[src/rtl/ball_motion.sv]
// ball_motion: ball-motion engine for the brick-breaker playfield.
// Parks the ball on the paddle until served, then moves it one pixel per axis
// on every step tick. Reflects off the side walls, the top wall and the paddle,
// detects misses, and keeps the lives count and the game-over flag.
//
// Ports:
//   clk        system clock
//   rst        asynchronous, active-low reset
//   start      game-run enable; 0 freezes motion and the step timer
//   serve_n    serve button, active-low
//   paddle_x   paddle left x from the paddle block
//   ball_x/y   ball top-left corner
//   dir_x      1=right, 0=left
//   dir_y      1=down, 0=up
//   state      0=PARK, 1=MOVE, 2=MISS, 3=OVER
//   paddle_hit one-cycle pulse on paddle bounce
//   miss       one-cycle pulse while the lost ball is being accounted
//   lives      remaining lives
//   game_over  high in OVER
//
// state | meaning
// PARK  | ball rides on the paddle, waiting for a serve
// MOVE  | ball in flight, stepped on each tick
// MISS  | one cycle: ball lost, lives decremented
// OVER  | no lives left, frozen until reset
module ball_motion #(
   parameter int X_MIN       = 134,
   parameter int X_MAX       = 506,
   parameter int Y_MIN       = 40,
   parameter int Y_MAX       = 470,
   parameter int PADDLE_W    = 62,
   parameter int PADDLE_Y    = 440,
   parameter int PADDLE_X0   = 290,
   parameter int BALL_SIZE   = 8,
   parameter int STEP_CYCLES = 250000,
   parameter int LIVES       = 3
) (
   input  logic       clk,
   input  logic       rst,
   input  logic       start,
   input  logic       serve_n,
   input  logic [8:0] paddle_x,
   output logic [8:0] ball_x,
   output logic [8:0] ball_y,
   output logic       dir_x,
   output logic       dir_y,
   output logic [1:0] state,
   output logic       paddle_hit,
   output logic       miss,
   output logic [1:0] lives,
   output logic       game_over
);

   typedef enum logic [1:0] {
      PARK = 2'd0,
      MOVE = 2'd1,
      MISS = 2'd2,
      OVER = 2'd3
   } state_t;

   localparam int               CNT_W    = (STEP_CYCLES > 2) ? $clog2(STEP_CYCLES) : 1;
   localparam logic [CNT_W-1:0] CNT_LAST = CNT_W'(STEP_CYCLES - 1);
   localparam logic [9:0]       PARK_OFF = 10'(PADDLE_W / 2 - BALL_SIZE / 2);
   localparam logic [8:0]       PARK_Y   = 9'(PADDLE_Y - BALL_SIZE);
   localparam logic [8:0]       RST_X    = 9'(PADDLE_X0 + PADDLE_W / 2 - BALL_SIZE / 2);
   localparam logic [9:0]       BALL10   = 10'(BALL_SIZE);
   localparam logic [9:0]       PW10     = 10'(PADDLE_W);
   localparam logic [9:0]       XMIN10   = 10'(X_MIN);
   localparam logic [9:0]       XMAX10   = 10'(X_MAX);
   localparam logic [9:0]       YMIN10   = 10'(Y_MIN);
   localparam logic [9:0]       YMAX10   = 10'(Y_MAX);
   localparam logic [9:0]       PY10     = 10'(PADDLE_Y);

   state_t           state_q, state_d;
   logic [8:0]       ball_x_q, ball_x_d, ball_y_q, ball_y_d;
   logic             dir_x_q, dir_x_d, dir_y_q, dir_y_d;
   logic             paddle_hit_q, paddle_hit_d, miss_q, miss_d, game_over_q, game_over_d;
   logic [1:0]       lives_q, lives_d;
   logic [CNT_W-1:0] cnt_q, cnt_d;

   // 10-bit sums so right/bottom edges near 511 cannot wrap
   logic [9:0] bx10, by10, px10, bx_end, by_end, px_end, park_x;
   logic       hit_right, hit_left, hit_top, hit_paddle, ball_lost, tick;
   logic       ndx, ndy;

   assign bx10   = {1'b0, ball_x_q};
   assign by10   = {1'b0, ball_y_q};
   assign px10   = {1'b0, paddle_x};
   assign bx_end = bx10 + BALL10;
   assign by_end = by10 + BALL10;
   assign px_end = px10 + PW10;
   assign park_x = px10 + PARK_OFF;

   assign hit_right  = dir_x_q && (bx_end >= XMAX10);
   assign hit_left   = !dir_x_q && (bx10 <= XMIN10);
   assign hit_top    = !dir_y_q && (by10 <= YMIN10);
   assign hit_paddle = dir_y_q && (by_end == PY10) && (bx_end > px10) && (bx10 < px_end);
   assign ball_lost  = dir_y_q && (by_end >= YMAX10);
   assign tick       = start && (state_q == MOVE) && (cnt_q == CNT_LAST);

   always_comb begin
      state_d      = state_q;
      ball_x_d     = ball_x_q;
      ball_y_d     = ball_y_q;
      dir_x_d      = dir_x_q;
      dir_y_d      = dir_y_q;
      lives_d      = lives_q;
      cnt_d        = '0;
      paddle_hit_d = 1'b0;
      miss_d       = 1'b0;
      ndx          = dir_x_q;
      ndy          = dir_y_q;
      unique case (state_q)
         PARK: begin
            ball_x_d = park_x[8:0];
            ball_y_d = PARK_Y;
            dir_x_d  = 1'b1;
            dir_y_d  = 1'b0;
            if (start && !serve_n) state_d = MOVE;
         end
         MOVE: begin
            if (!start) begin
               cnt_d = cnt_q;
            end else if (!tick) begin
               cnt_d = cnt_q + CNT_W'(1);
            end else if (ball_lost) begin
               // lost ball stays where it was and keeps its direction
               state_d = MISS;
               miss_d  = 1'b1;
            end else begin
               if (hit_right)     ndx = 1'b0;
               else if (hit_left) ndx = 1'b1;
               if (hit_top) begin
                  ndy = 1'b1;
               end else if (hit_paddle) begin
                  ndy          = 1'b0;
                  paddle_hit_d = 1'b1;
               end
               dir_x_d  = ndx;
               dir_y_d  = ndy;
               ball_x_d = ndx ? ball_x_q + 9'd1 : ball_x_q - 9'd1;
               ball_y_d = ndy ? ball_y_q + 9'd1 : ball_y_q - 9'd1;
            end
         end
         MISS: begin
            lives_d = lives_q - 2'd1;
            state_d = (lives_q <= 2'd1) ? OVER : PARK;
         end
         OVER: begin
            lives_d = 2'd0;
         end
         default: state_d = PARK;
      endcase
      game_over_d = (state_d == OVER);
   end

   always_ff @(posedge clk or negedge rst) begin
      if (!rst) begin
         state_q      <= PARK;
         ball_x_q     <= RST_X;
         ball_y_q     <= PARK_Y;
         dir_x_q      <= 1'b1;
         dir_y_q      <= 1'b0;
         lives_q      <= 2'(LIVES);
         cnt_q        <= '0;
         paddle_hit_q <= 1'b0;
         miss_q       <= 1'b0;
         game_over_q  <= 1'b0;
      end else begin
         state_q      <= state_d;
         ball_x_q     <= ball_x_d;
         ball_y_q     <= ball_y_d;
         dir_x_q      <= dir_x_d;
         dir_y_q      <= dir_y_d;
         lives_q      <= lives_d;
         cnt_q        <= cnt_d;
         paddle_hit_q <= paddle_hit_d;
         miss_q       <= miss_d;
         game_over_q  <= game_over_d;
      end
   end

   assign ball_x     = ball_x_q;
   assign ball_y     = ball_y_q;
   assign dir_x      = dir_x_q;
   assign dir_y      = dir_y_q;
   assign state      = state_q;
   assign paddle_hit = paddle_hit_q;
   assign miss       = miss_q;
   assign lives      = lives_q;
   assign game_over  = game_over_q;

endmodule

[config.mk]
export PLATFORM = sky130hd
export DESIGN_NAME = ball_motion
export DESIGN_NICKNAME = d
export VERILOG_FILES = /design/src/rtl/ball_motion.sv
export SDC_FILE = /design/constraint.sdc
export NUM_CORES = 1
export LEC_CHECK = 0
export BUFFER_PORTS_ARGS = -buffer_cell sky130_fd_sc_hd__buf_2
export CORE_AREA = 10 10 116 118
export DETAILED_ROUTE_END_ITERATION = 10
export DIE_AREA = 0 0 126 128
export SLEW_MARGIN = 15
export SYNTH_ARGS = -nofsm -noshare
export SYNTH_HDL_FRONTEND = slang
export SYNTH_SLANG_ARGS = --single-unit
[constraint.sdc]
create_clock -name clk -period 10.5 [get_ports clk]
set_clock_uncertainty 0.05 [all_clocks]
set_input_delay 1.05 -clock clk [delete_from_list [all_inputs] [get_ports clk]]
set_output_delay 1.05 -clock clk [all_outputs]
set_load 0.01 [all_outputs]
==> qor.txt <==
share of layout cells above drive strength 1 - 17.15%
DP Area - 4155 um2
Clock Tree Root - clkbuf_16
share of Yosys cell area claimed by the top area cell type - 20.76%
initial drt markers - 256
Post-synth ARST share - 100.0%
final-report hold violation count - 0
met2 WL - 4726 um
GR Overflow Total - 0
run status - complete, no violations
Clock transition at path regs - 0.06 ns
RSZ-0062 raised after global routing - false
clk sinks - 45
vias in the first global route - 3374
CTS tree - yes
CP Capture Type - flop
PD cells - 87.03 nW/um2
Min Clock Period, post-route - 4.952 ns
post-CTS setup buffer count - 0
largest net degree at the start of global routing - 46
DR WL/cell - 15.54 um
Inserted Diodes - 0
core box area - 11220 um2
DRC Markers - 0
Most used DFF post-synth - dfrtp_1
Req. time, crit path - 10.66 ns
Yosys cell types - 67
worst slew pin tran - 1.091 ns
# rows - 39
Max-slew headroom - 26.99%
fin crit share - 47.16%
Hold Crit Class - reg2reg
HPWL Detailed - 7322 um
worst-path maximum fanout - 9
Synth Instances - 446
1st-pass router iterations - 4
Vias - 3365
WL final - 9652 um
Clock Path Buffers - 2
H-tree depth - 2
initial antenna violation count - 0
die height - 128 um
Nets - 534
Ys Warns - 0
Port Buf Inserts - 39
number of synthesized flops with an enable pin - 0
largest area contributor in the netlist - dfrtp_1
first-pass GRT wire length - 16670 um
nature of the critical path startpoint - input port
highest routed layer - met4
critical path type - in2reg
CTS resizes - 0
Die Wd - 126 um
die area - 16130 um2
final antenna-violating net count - 0
Leakage - 1.915 nW
GRT Total Usage - 12.14%
WL met1 - 4531 um
initial core utilization - 34.37%
Final Max Slew Viols - 0
Synthesized Nets - 503
Synth Register Bits - 45
wire length on met3 - 303 um
Area growth syn-to-layout - 11.81%
post-synthesis sequential area ratio - 29.61%
Max IR drop VDD - 0.00006202 V
clk_lat worst skew - 0.28 ns
io pins - 40
fin area - 4313 um2
synth top area cells - dfrtp_1, ha_1, dfstp_2, o21ai_0, xnor2_1
final setup TNS - 0 ns
Routability Congestion - 0.8760
DR vias/cell - 5.419
TritonCTS Buffers - 5
Syn Area/Cell - 8.649 um2
max-cap violations - 0
hold_buf cts - 0
WP data arrival - 5.12 ns
Setup Viol. Count Final - 0
Peak Freq - 202.0 MHz
Synth Cell Area - 3857 um2
-- per-layer routing --
metal | global-route usage, % | up-vias
met5 | 0 | -
met4 | 2.545 | 0
met3 | 2.109 | 9
met2 | 21.65 | 41
met1 | 14.92 | 1620
li1 | - | 1695
-- synth_stat cells (all sizes together), types with 11 or more instances --
library cell / number
a21oi: 23
nor2: 43
nand3: 15
dfrtp: 32
nand2: 34
o21ai: 46
inv: 27
dfstp: 13
xnor2: 22
nand4: 11
ha: 42
nor3: 12
-- cell type report --
type | count | area [um2]
tap | 143 | 178.9
clock inverter | 1 | 5.005
fill | 1167 | 6910
clock buffer | 7 | 152.6
inverter | 27 | 101.3
multi-input combinational | 358 | 2530
timing repair buffer | 40 | 202.7
sequential | 45 | 1142
-- power breakdown --
group | internal [mW] | total [mW] | switching (mW)
registers | 0.174 | 0.175 | 0.000676
clock network | 0.101 | 0.166 | 0.0654
logic | 0.0137 | 0.0342 | 0.0204
total | 0.289 | 0.375 | 0.0865
-- final timing paths --
check,startpoint,endpoint,slack [ns],cells after the start
setup / recovery,paddle_x[1],ball_y[8]$_DFFE_PN1P_,5.55,19
hold / removal,cnt_q[17]$_DFFE_PN0N_,cnt_q[17]$_DFFE_PN0N_,0.44,1
setup reg to reg,ball_x[4]$_DFFE_PN1P_,ball_y[8]$_DFFE_PN1P_,6.03,16
hold reg to reg,cnt_q[17]$_DFFE_PN0N_,cnt_q[17]$_DFFE_PN0N_,0.44,1
max in group asynchronous,rst,cnt_q[1]$_DFFE_PN0N_,9.19,2
min in group asynchronous,rst,cnt_q[9]$_DFFE_PN0N_,0.81,2
-- stage by stage --
step	total power [mW]	cells	setup slack, ns	util [%]	hold slack (ns)
6_report	0.3753	621	5.548	38.43	0.4351
3_5_place_dp	0.2124	613	5.296	37.02	0.4258
2_1_floorplan	0.1988	446	5.808	-	0.3926
5_1_grt	0.3926	621	5.289	38.43	0.4583
3_3_place_gp	0.2117	613	5.403	37.02	0.4191
4_1_cts	0.3815	621	5.579	38.43	0.4399
-- logic make-up after synthesis --
family / synth area share (%)
adder cells (fa/ha/maj): 14.66
buffers and inverters: 4.801
flip-flops: 29.61
multiplexers: 0.5514
AO/OA/AOI/OAI: 23.45
AND/OR/NAND/NOR: 20.11
XOR/XNOR: 6.811
-- state kept, by name (all words and copies together), names as in the netlist --
name / cells
state: 2
ball_x: 9
lives: 2
paddle_hit: 1
miss: 1
game_over: 1
cnt_q: 18
dir_y: 1
ball_y: 9
dir_x: 1
-- critical path: stages --
cell	delay [ns]
buf_2	0.12
inv_1	0.12
ha_1	0.23
nand2_1	0.10
o21ai_0	0.20
xnor2_1	0.09
ha_1	0.21
or4_4	0.50
a211oi_2	0.23
a211oi_2	0.12
a2111oi_4	0.33
or2_2	0.30
ha_1	0.29
a21oi_1	0.19
o211ai_1	0.15
o41ai_1	0.42
o21ai_2	0.11
a31o_1	0.23
mux2i_1	0.12
-- layout by cell type, fill, tap and decap left out, drive strengths merged, types with 11 or more instances in the layout --
cell / Yosys / routed
inv: 27 / 27
nand4: 11 / 11
dfstp: 13 / 13
nand3: 15 / 15
nand2: 34 / 34
nor3: 12 / 12
o21ai: 46 / 46
xnor2: 22 / 22
a21oi: 23 / 23
dfrtp: 32 / 32
nor2: 43 / 43
ha: 42 / 42
buf: 9 / 40
(Power assumes the default switching activity.)
